[config.mk]
export PLATFORM = sky130hd
export DESIGN_NAME = data_bank_ctrl_flat
export DESIGN_NICKNAME = d
export VERILOG_FILES = /design/src/rtl/data_bank_pkg.sv /design/src/rtl/data_bank_ctrl_if.sv /design/src/rtl/data_bank_ctrl_settle_timer.sv /design/src/rtl/data_bank_ctrl.sv /design/src/flat_wrapper.sv
export SDC_FILE = /design/constraint.sdc
export NUM_CORES = 1
export LEC_CHECK = 0
export ABC_AREA = 1
export CORE_MARGIN = 2
export CORE_UTILIZATION = 63
export DETAILED_ROUTE_END_ITERATION = 8
export DONT_BUFFER_PORTS = 1
export GPL_ROUTABILITY_DRIVEN = 1
export GPL_TIMING_DRIVEN = 0
export PLACE_DENSITY_LB_ADDON = 0.05
export SLEW_MARGIN = 20
export SYNTH_ARGS = -nofsm -noshare
export SYNTH_HDL_FRONTEND = slang
export SYNTH_SLANG_ARGS = --single-unit
[constraint.sdc]
create_clock -name clk -period 1.64 [get_ports clk]
set_input_delay 0.246 -clock clk [delete_from_list [all_inputs] [get_ports clk]]
set_output_delay 0.246 -clock clk [all_outputs]
set_load 0.02 [all_outputs]
[src/rtl/data_bank_pkg.sv]
// Shared constants and FSM state encoding for the data bank controller.
package data_bank_pkg;
  localparam int NUM_UNITS = 4;
  localparam int ADDR_W    = 2;
  localparam int DATA_W    = 32;

  typedef enum logic [2:0] {
    IDLE,
    LOAD,
    LOAD_DONE,
    RUN_WAIT,
    RUN_COMMIT,
    RUN_DONE
  } state_t;
endpackage

[src/rtl/data_bank_ctrl_if.sv]
// Host/run-engine control and bank drive bundle; the controller uses the slave view.
interface data_bank_ctrl_if
  import data_bank_pkg::*;
#(
  parameter int CNT_W = 16
);
  logic              ld_start;
  logic              ld_valid;
  logic [DATA_W-1:0] ld_data;
  logic              ld_ready;
  logic              ld_done;
  logic              run_start;
  logic [CNT_W-1:0]  run_count;
  logic              run_abort;
  logic              run_done;
  logic              busy;
  logic [DATA_W-1:0] bank_data;
  logic [ADDR_W-1:0] bank_addr;
  logic              bank_wr_addr;
  logic              bank_wr_all;

  modport master (
    output ld_start, ld_valid, ld_data, run_start, run_count, run_abort,
    input  ld_ready, ld_done, run_done, busy,
    input  bank_data, bank_addr, bank_wr_addr, bank_wr_all
  );

  modport slave (
    input  ld_start, ld_valid, ld_data, run_start, run_count, run_abort,
    output ld_ready, ld_done, run_done, busy,
    output bank_data, bank_addr, bank_wr_addr, bank_wr_all
  );
endinterface

[src/rtl/data_bank_ctrl_settle_timer.sv]
// Loadable down-counter; expire_o is high for the single cycle the count sits at 1,
// so a load followed by no further loads expires SETTLE-1 cycles later.
module settle_timer #(
  parameter int SETTLE = 4
) (
  input  logic clk,
  input  logic rst_n,
  input  logic load_i,
  output logic expire_o
);
  logic [7:0] cnt_q, cnt_d;

  always_comb begin
    cnt_d = cnt_q;
    if (load_i) begin
      cnt_d = 8'(SETTLE);
    end else if (cnt_q != 8'd0) begin
      cnt_d = cnt_q - 8'd1;
    end
  end

  always_ff @(posedge clk or negedge rst_n) begin
    if (!rst_n) begin
      cnt_q <= 8'd0;
    end else begin
      cnt_q <= cnt_d;
    end
  end

  assign expire_o = (cnt_q == 8'd1);
endmodule

[src/rtl/data_bank_ctrl.sv]
// Bank sequencer: 4-word host load (1 word/cycle, ld_ready high throughout LOAD) and
// timed parallel commits; all outputs registered. DATA_BANK_CTRL_STATS_EN adds commit_total.
module data_bank_ctrl
  import data_bank_pkg::*;
#(
  parameter int SETTLE = 4,
  parameter int CNT_W  = 16
) (
  input  logic              clk,
  input  logic              rst_n,
  data_bank_ctrl_if.slave   bus
`ifdef DATA_BANK_CTRL_STATS_EN
  ,
  output logic [31:0]       commit_total
`endif
);
  state_t            state_q;
  logic [ADDR_W-1:0] addr_q;
  logic [CNT_W-1:0]  iter_q;
  logic [DATA_W-1:0] bank_data_q;
  logic [ADDR_W-1:0] bank_addr_q;
  logic              bank_wr_addr_q;
  logic              bank_wr_all_q;
  logic              ld_ready_q;
  logic              ld_done_q;
  logic              run_done_q;
  logic              busy_q;
  logic              timer_load;
  logic              timer_expire;

  // Re-arm while idle and during each commit so every RUN_WAIT starts from a full interval.
  assign timer_load = (state_q == IDLE) || (state_q == RUN_COMMIT);

  settle_timer #(.SETTLE(SETTLE)) u_settle_timer (
    .clk      (clk),
    .rst_n    (rst_n),
    .load_i   (timer_load),
    .expire_o (timer_expire)
  );

  always_ff @(posedge clk or negedge rst_n) begin
    if (!rst_n) begin
      state_q        <= IDLE;
      addr_q         <= '0;
      iter_q         <= '0;
      bank_data_q    <= '0;
      bank_addr_q    <= '0;
      bank_wr_addr_q <= 1'b0;
      bank_wr_all_q  <= 1'b0;
      ld_ready_q     <= 1'b0;
      ld_done_q      <= 1'b0;
      run_done_q     <= 1'b0;
      busy_q         <= 1'b0;
    end else begin
      bank_wr_addr_q <= 1'b0;
      bank_wr_all_q  <= 1'b0;
      ld_done_q      <= 1'b0;
      run_done_q     <= 1'b0;
      case (state_q)
        IDLE: begin
          if (bus.ld_start) begin
            state_q    <= LOAD;
            addr_q     <= '0;
            ld_ready_q <= 1'b1;
            busy_q     <= 1'b1;
          end else if (bus.run_start) begin
            iter_q  <= bus.run_count;
            busy_q  <= 1'b1;
            state_q <= (bus.run_count == '0) ? RUN_DONE : RUN_WAIT;
          end
        end
        LOAD: begin
          if (bus.ld_valid && ld_ready_q) begin
            bank_data_q    <= bus.ld_data;
            bank_addr_q    <= addr_q;
            bank_wr_addr_q <= 1'b1;
            addr_q         <= addr_q + 1'b1;
            if (addr_q == ADDR_W'(NUM_UNITS - 1)) begin
              state_q    <= LOAD_DONE;
              ld_ready_q <= 1'b0;
            end
          end
        end
        LOAD_DONE: begin
          ld_done_q <= 1'b1;
          busy_q    <= 1'b0;
          state_q   <= IDLE;
        end
        RUN_WAIT: begin
          // Abort beats a coincident expiry: no commit once abort is seen here.
          if (bus.run_abort) begin
            state_q <= RUN_DONE;
          end else if (timer_expire) begin
            state_q <= RUN_COMMIT;
          end
        end
        RUN_COMMIT: begin
          bank_wr_all_q <= 1'b1;
          iter_q        <= iter_q - 1'b1;
          if ((iter_q == CNT_W'(1)) || bus.run_abort) begin
            state_q <= RUN_DONE;
          end else begin
            state_q <= RUN_WAIT;
          end
        end
        RUN_DONE: begin
          run_done_q <= 1'b1;
          busy_q     <= 1'b0;
          state_q    <= IDLE;
        end
        default: begin
          state_q <= IDLE;
          busy_q  <= 1'b0;
        end
      endcase
    end
  end

  assign bus.bank_data    = bank_data_q;
  assign bus.bank_addr    = bank_addr_q;
  assign bus.bank_wr_addr = bank_wr_addr_q;
  assign bus.bank_wr_all  = bank_wr_all_q;
  assign bus.ld_ready     = ld_ready_q;
  assign bus.ld_done      = ld_done_q;
  assign bus.run_done     = run_done_q;
  assign bus.busy         = busy_q;

`ifdef DATA_BANK_CTRL_STATS_EN
  logic [31:0] commit_total_q;

  always_ff @(posedge clk or negedge rst_n) begin
    if (!rst_n) begin
      commit_total_q <= 32'd0;
    end else if (bank_wr_all_q && (commit_total_q != 32'hFFFF_FFFF)) begin
      commit_total_q <= commit_total_q + 32'd1;
    end
  end

  assign commit_total = commit_total_q;
`endif
endmodule

[src/flat_wrapper.sv]
// flat-port wrapper written by rule: the top's interface ports become plain ports
module data_bank_ctrl_flat import data_bank_pkg::*;
#(
  parameter int SETTLE = 4,
  parameter int CNT_W  = 16
)
  (clk, rst_n, bus_ld_start, bus_ld_valid, bus_ld_data, bus_run_start, bus_run_count, bus_run_abort, bus_ld_ready, bus_ld_done, bus_run_done, bus_busy, bus_bank_data, bus_bank_addr, bus_bank_wr_addr, bus_bank_wr_all);
  data_bank_ctrl_if #(.CNT_W(CNT_W)) bus_i ();
  input  logic clk;
  input  logic rst_n;
  input wire logic [$bits(bus_i.ld_start)-1:0] bus_ld_start;
  input wire logic [$bits(bus_i.ld_valid)-1:0] bus_ld_valid;
  input wire logic [$bits(bus_i.ld_data)-1:0] bus_ld_data;
  input wire logic [$bits(bus_i.run_start)-1:0] bus_run_start;
  input wire logic [$bits(bus_i.run_count)-1:0] bus_run_count;
  input wire logic [$bits(bus_i.run_abort)-1:0] bus_run_abort;
  output wire logic [$bits(bus_i.ld_ready)-1:0] bus_ld_ready;
  output wire logic [$bits(bus_i.ld_done)-1:0] bus_ld_done;
  output wire logic [$bits(bus_i.run_done)-1:0] bus_run_done;
  output wire logic [$bits(bus_i.busy)-1:0] bus_busy;
  output wire logic [$bits(bus_i.bank_data)-1:0] bus_bank_data;
  output wire logic [$bits(bus_i.bank_addr)-1:0] bus_bank_addr;
  output wire logic [$bits(bus_i.bank_wr_addr)-1:0] bus_bank_wr_addr;
  output wire logic [$bits(bus_i.bank_wr_all)-1:0] bus_bank_wr_all;
  assign bus_i.ld_start = bus_ld_start;
  assign bus_i.ld_valid = bus_ld_valid;
  assign bus_i.ld_data = bus_ld_data;
  assign bus_i.run_start = bus_run_start;
  assign bus_i.run_count = bus_run_count;
  assign bus_i.run_abort = bus_run_abort;
  assign bus_ld_ready = bus_i.ld_ready;
  assign bus_ld_done = bus_i.ld_done;
  assign bus_run_done = bus_i.run_done;
  assign bus_busy = bus_i.busy;
  assign bus_bank_data = bus_i.bank_data;
  assign bus_bank_addr = bus_i.bank_addr;
  assign bus_bank_wr_addr = bus_i.bank_wr_addr;
  assign bus_bank_wr_all = bus_i.bank_wr_all;
  data_bank_ctrl #(.SETTLE(SETTLE), .CNT_W(CNT_W)) u_core (.clk(clk), .rst_n(rst_n), .bus(bus_i));
endmodule
==> impl_metrics.tcl <==
set metrics [dict create \
    gr-total-overflow 0 \
    timing.rr.end "u_core.iter_q[11]" \
    dp.cells 522 \
    source_to_sink_clock_delay_at_the_later_pin_of_the_worst_skew_pair_ns 0.34 \
    crit_path_max_fo 10 \
    gate_count_post_synth 452 \
    critical_path.startpoint_type "flip-flop" \
    path_clk_slew_ns 0.08 \
    port_buffers 0 \
    cts_buffers 9 \
    crit_buf_inv 2 \
    worst-slew-pin-transition_ns 0.4590 \
    cellPowerDensity_nw_per_um2 2088 \
    route.vias.total 2956 \
    routedWlPerCell_um 14.42 \
    critPathCaptureType "flip-flop" \
    violations_in_the_final_reports "hold timing" \
    post-synth-top-area-fraction_pct 50.44 \
    placement_rows 26 \
    seq_power_share_pct 46.3 \
    crit_top_cell "sky130_fd_sc_hd__nor2_1" \
    yosysWarningCount 0 \
    finalSetupTns_ns 0 \
    ffs_w_async_s_r_synth_pct 100.0 \
    fraction_of_the_cycle_the_final_worst_path_needs_pct 93.83 \
    criticalPathCategory "flip-flop to flip-flop" \
    drt-pass1-iter-count 4 \
    grt_max_degree 70 \
    irDropWorstVdd_uv 891.4 \
    placeableCoreArea_sq_um 5172 \
    post_route_ant_nets 0 \
    ys_dominant_reg_cell "sky130_fd_sc_hd__dfrtp_1" \
    worst-r2r-cell-count 8 \
    comb_power_share_pct 33.5 \
    regToRegSetupSlack_ns 0.10 \
    die_w_um 77.72 \
    bufs_on_longest_clock_path 2 \
    viasPerCell 5.464 \
    wire_length_of_the_first_global_routing_pass_um 13120 \
    power.switching_fraction_pct 44.79 \
    synth_area_per_cell_sq_um 7.574 \
    netlist_top_cells_area "sky130_fd_sc_hd__dfrtp_1 (50%), sky130_fd_sc_hd__nand2_1 (20%), sky130_fd_sc_hd__nor2_1 (6.5%)" \
    route.detailed.drc 0 \
    cap_violations 0 \
    max_freq_mhz 649.9 \
    number_of_max_slew_violations_in_the_final_report 0 \
    hold_ws_ns -0.4061 \
    multiInputGateArea_sq_um 1509 \
    ctsHtreeMaxLevel 3 \
    dr.first_iter.drc_count 154 \
    finalSetupViolations 0 \
    synth_enable_flop_cells 0 \
    static_leakage_uw 0.001971 \
    status "finished with violations" \
    total_switching_power_uw 3555 \
    diodes 0 \
    post_layout_nonfiller_instances 541 \
    rr_startpoint "u_core.state_q[1]" \
    worst_clock_skew_ns 0.009704 \
    routed_wl_um 7802 \
    ys_seq_elements 69 \
    syn-cell-area_sq_um 3423 \
    post-dp-hpwl_um 5515 \
    grt_usage_pct 27.52 \
    die_h_um 77.72 \
    cp_data_arrival_time_ns 1.80 \
    total_count_of_hold_check_failures_in_the_final_report 69 \
    synth.yosys.seq_area_share_pct 50.44 \
    critPathTopFamily "simple AND/OR/NAND/NOR gates" \
    finalWorstSetupSlack_ns 0.1012 \
    first_global_vias 2923 \
    setup_repair_after_global_routing_missed_its_margin "true" \
    slew_headroom_pct 69.40 \
    cellInternalPower_uw 4383 \
    cts_root_buf "sky130_fd_sc_hd__clkbuf_8" \
    synth.distinct_cells 31 \
    critical_path.slowest_cell "sky130_fd_sc_hd__dfrtp_1" \
    cp_cell_sequence "nor2_4, nand2_2, inv_2, buf_4, nor2_1, nor2_1, nand2_1, o21ai_1" \
    timing.hold.worst.class "primary input to async pin" \
    tritoncts "done" \
    syn_to_final_growth_pct 11.07 \
    gp_routability_congestion 0.8928 \
    antenna_found_initial 0 \
    fillers 389 \
    synth_top_cell_by_area "sky130_fd_sc_hd__dfrtp_1" \
    post_dp_cell_area_sq_um 3511 \
    dpl_worst_slack_ns -0.1059 \
    initial_utilization_pct 66.18 \
    post-route-min-period_ns 1.539 \
    worst_path_largest_cell_delay_ns 0.43 \
    final_cell_area_sq_um 3802 \
    io-pin-count 94 \
    postSynthNetCount 511 \
    power_frac_clock_pct 20.2 \
    die-area_sq_um 6040 \
    sequential_cell_area_sq_um 1728 \
    layout.nets 525 \
    cts_num_sinks 69 \
    worst-endpoint-required_ns 1.90 \
    final_layout_size_suffix_gt1_share_pct 10.19 \
]
[timing repair]
action                     4_1_cts  5_1_grt
setup endpoints to repair       17       36
pin swaps                        2        3
resized for setup                3       12
buffers inserted                 3        0
hold endpoints to repair        69       69
[cells in the mapped netlist (all sizes together), types with 2 or more instances]
cell type / count
nand2: 180
dfrtp: 69
nor2: 62
inv: 39
nand3: 33
o21ai: 24
buf: 9
a21oi: 7
ha: 5
o211ai: 4
nand4: 3
nor3: 3
xor2: 3
clkbuf: 2
[worst reg2reg max path, delay by kind of cell (launching register included)]
| family | cells | cell delay (ns) |
|---|---|---|
| buf+inv | 2 | 0.30 |
| simple gates | 5 | 0.62 |
| compound gates | 1 | 0.09 |
| flops | 1 | 0.43 |
[logic make-up (layout without fill, tap and decap cells)]
| group | count (synthesis) | count (layout) | share of synthesized area (%) |
|---|---|---|---|
| flip-flops | 69 | 69 | 50.44 |
| AND/OR/NAND/NOR | 283 | 283 | 33.55 |
| AO/OA/AOI/OAI | 41 | 41 | 6.725 |
| adder cells (fa/ha/maj) | 5 | 5 | 1.827 |
| XOR/XNOR | 4 | 4 | 1.024 |
| buffers and inverters | 50 | 69 | 6.433 |
[sequential cells by signal, summed over array words and instances (netlist names), 2 cells and up]
signal and count:
u_core.bus.bank_data 32, u_core.iter_q 16, u_core.bus.bank_addr 2, u_core.u_settle_timer.cnt_q 8
u_core.state_q 3, u_core.addr_q 2
[how the worst max path moves through the flow]
stage                     cells past startpoint         startpoint                end
after global routing                          7   u_core.iter_q[0]  u_core.iter_q[10]
after CTS                                     7   u_core.iter_q[0]  u_core.iter_q[10]
after floorplan                               7   u_core.iter_q[0]  u_core.iter_q[10]
after detailed placement                      6  u_core.state_q[1]  u_core.iter_q[10]
final                                         8  u_core.state_q[1]  u_core.iter_q[11]
after global placement                        6  u_core.state_q[1]  u_core.iter_q[10]
[routing by layer]
layer | share of wire (%) | track usage [%] | vias to the layer above
li1 | - | - | 1451
met1 | 43 | 34.23 | 1367
met2 | 48 | 46.21 | 117
met3 | 7.1 | 5.581 | 21
met4 | 2.7 | 12.68 | 0
met5 | 0 | 0 | -
[layout by cell type (no fill, tap or decap)]
master                       instances
sky130_fd_sc_hd__inv_2               6
sky130_fd_sc_hd__clkbuf_8           11
sky130_fd_sc_hd__o21ai_1             6
sky130_fd_sc_hd__ha_1                5
sky130_fd_sc_hd__a211oi_1            1
sky130_fd_sc_hd__inv_6               1
sky130_fd_sc_hd__nor2_2              5
sky130_fd_sc_hd__nand3_1            31
sky130_fd_sc_hd__nand2_2             2
sky130_fd_sc_hd__nand3_2             2
sky130_fd_sc_hd__clkbuf_4            1
sky130_fd_sc_hd__a31oi_1             1
sky130_fd_sc_hd__clkbuf_1            2
sky130_fd_sc_hd__inv_1              33
sky130_fd_sc_hd__bufinv_16           2
sky130_fd_sc_hd__xor2_1              3
sky130_fd_sc_hd__clkinvlp_4          1
sky130_fd_sc_hd__o21bai_1            1
sky130_fd_sc_hd__a21boi_0            1
sky130_fd_sc_hd__xnor2_1             1
sky130_fd_sc_hd__nor3_1              2
sky130_fd_sc_hd__o211ai_1            4
sky130_fd_sc_hd__buf_4               4
sky130_fd_sc_hd__o21ai_0            18
sky130_fd_sc_hd__o311ai_0            1
sky130_fd_sc_hd__nor4_1              1
sky130_fd_sc_hd__nand2_1           178
sky130_fd_sc_hd__dfrtp_1            68
sky130_fd_sc_hd__nor3_4              1
sky130_fd_sc_hd__nor2_1             54
sky130_fd_sc_hd__clkinv_2            1
sky130_fd_sc_hd__o31ai_1             1
sky130_fd_sc_hd__dfrtp_2             1
sky130_fd_sc_hd__and3_1              1
sky130_fd_sc_hd__buf_6               3
sky130_fd_sc_hd__nand4_1             3
sky130_fd_sc_hd__buf_2               4
sky130_fd_sc_hd__a21oi_1             7
sky130_fd_sc_hd__nor2_4              3
[power groups by stage]
stage / Sequential, uW / Combinational [uW] / Clock (uW)
2_1_floorplan: 3510 / 2020 / 0
3_3_place_gp: 3660 / 2380 / 0
3_5_place_dp: 3690 / 2500 / 0
4_1_cts: 3660 / 2590 / 1610
5_1_grt: 3770 / 3080 / 1680
6_report: 3680 / 2660 / 1600
[through the flow]
stage                     power (uW)  utilization (%)
after floorplan                 5524                -
after global placement          6035            67.88
final                           7938            73.51
after global routing            8533            73.51
after detailed placement        6190            67.88
after CTS                       7858            72.91
[layout make-up]
class / instances / share of cell area [%]
multi-input combinational: 333 / 39.68
buffer: 11 / 2.007
sequential: 69 / 45.44
inverter: 39 / 3.850
timing repair buffer: 3 / 0.5923
clock buffer: 11 / 3.982
tap: 70 / 2.303
clock inverter: 5 / 2.139
Note: power is estimated with default switching activity, not from simulation.
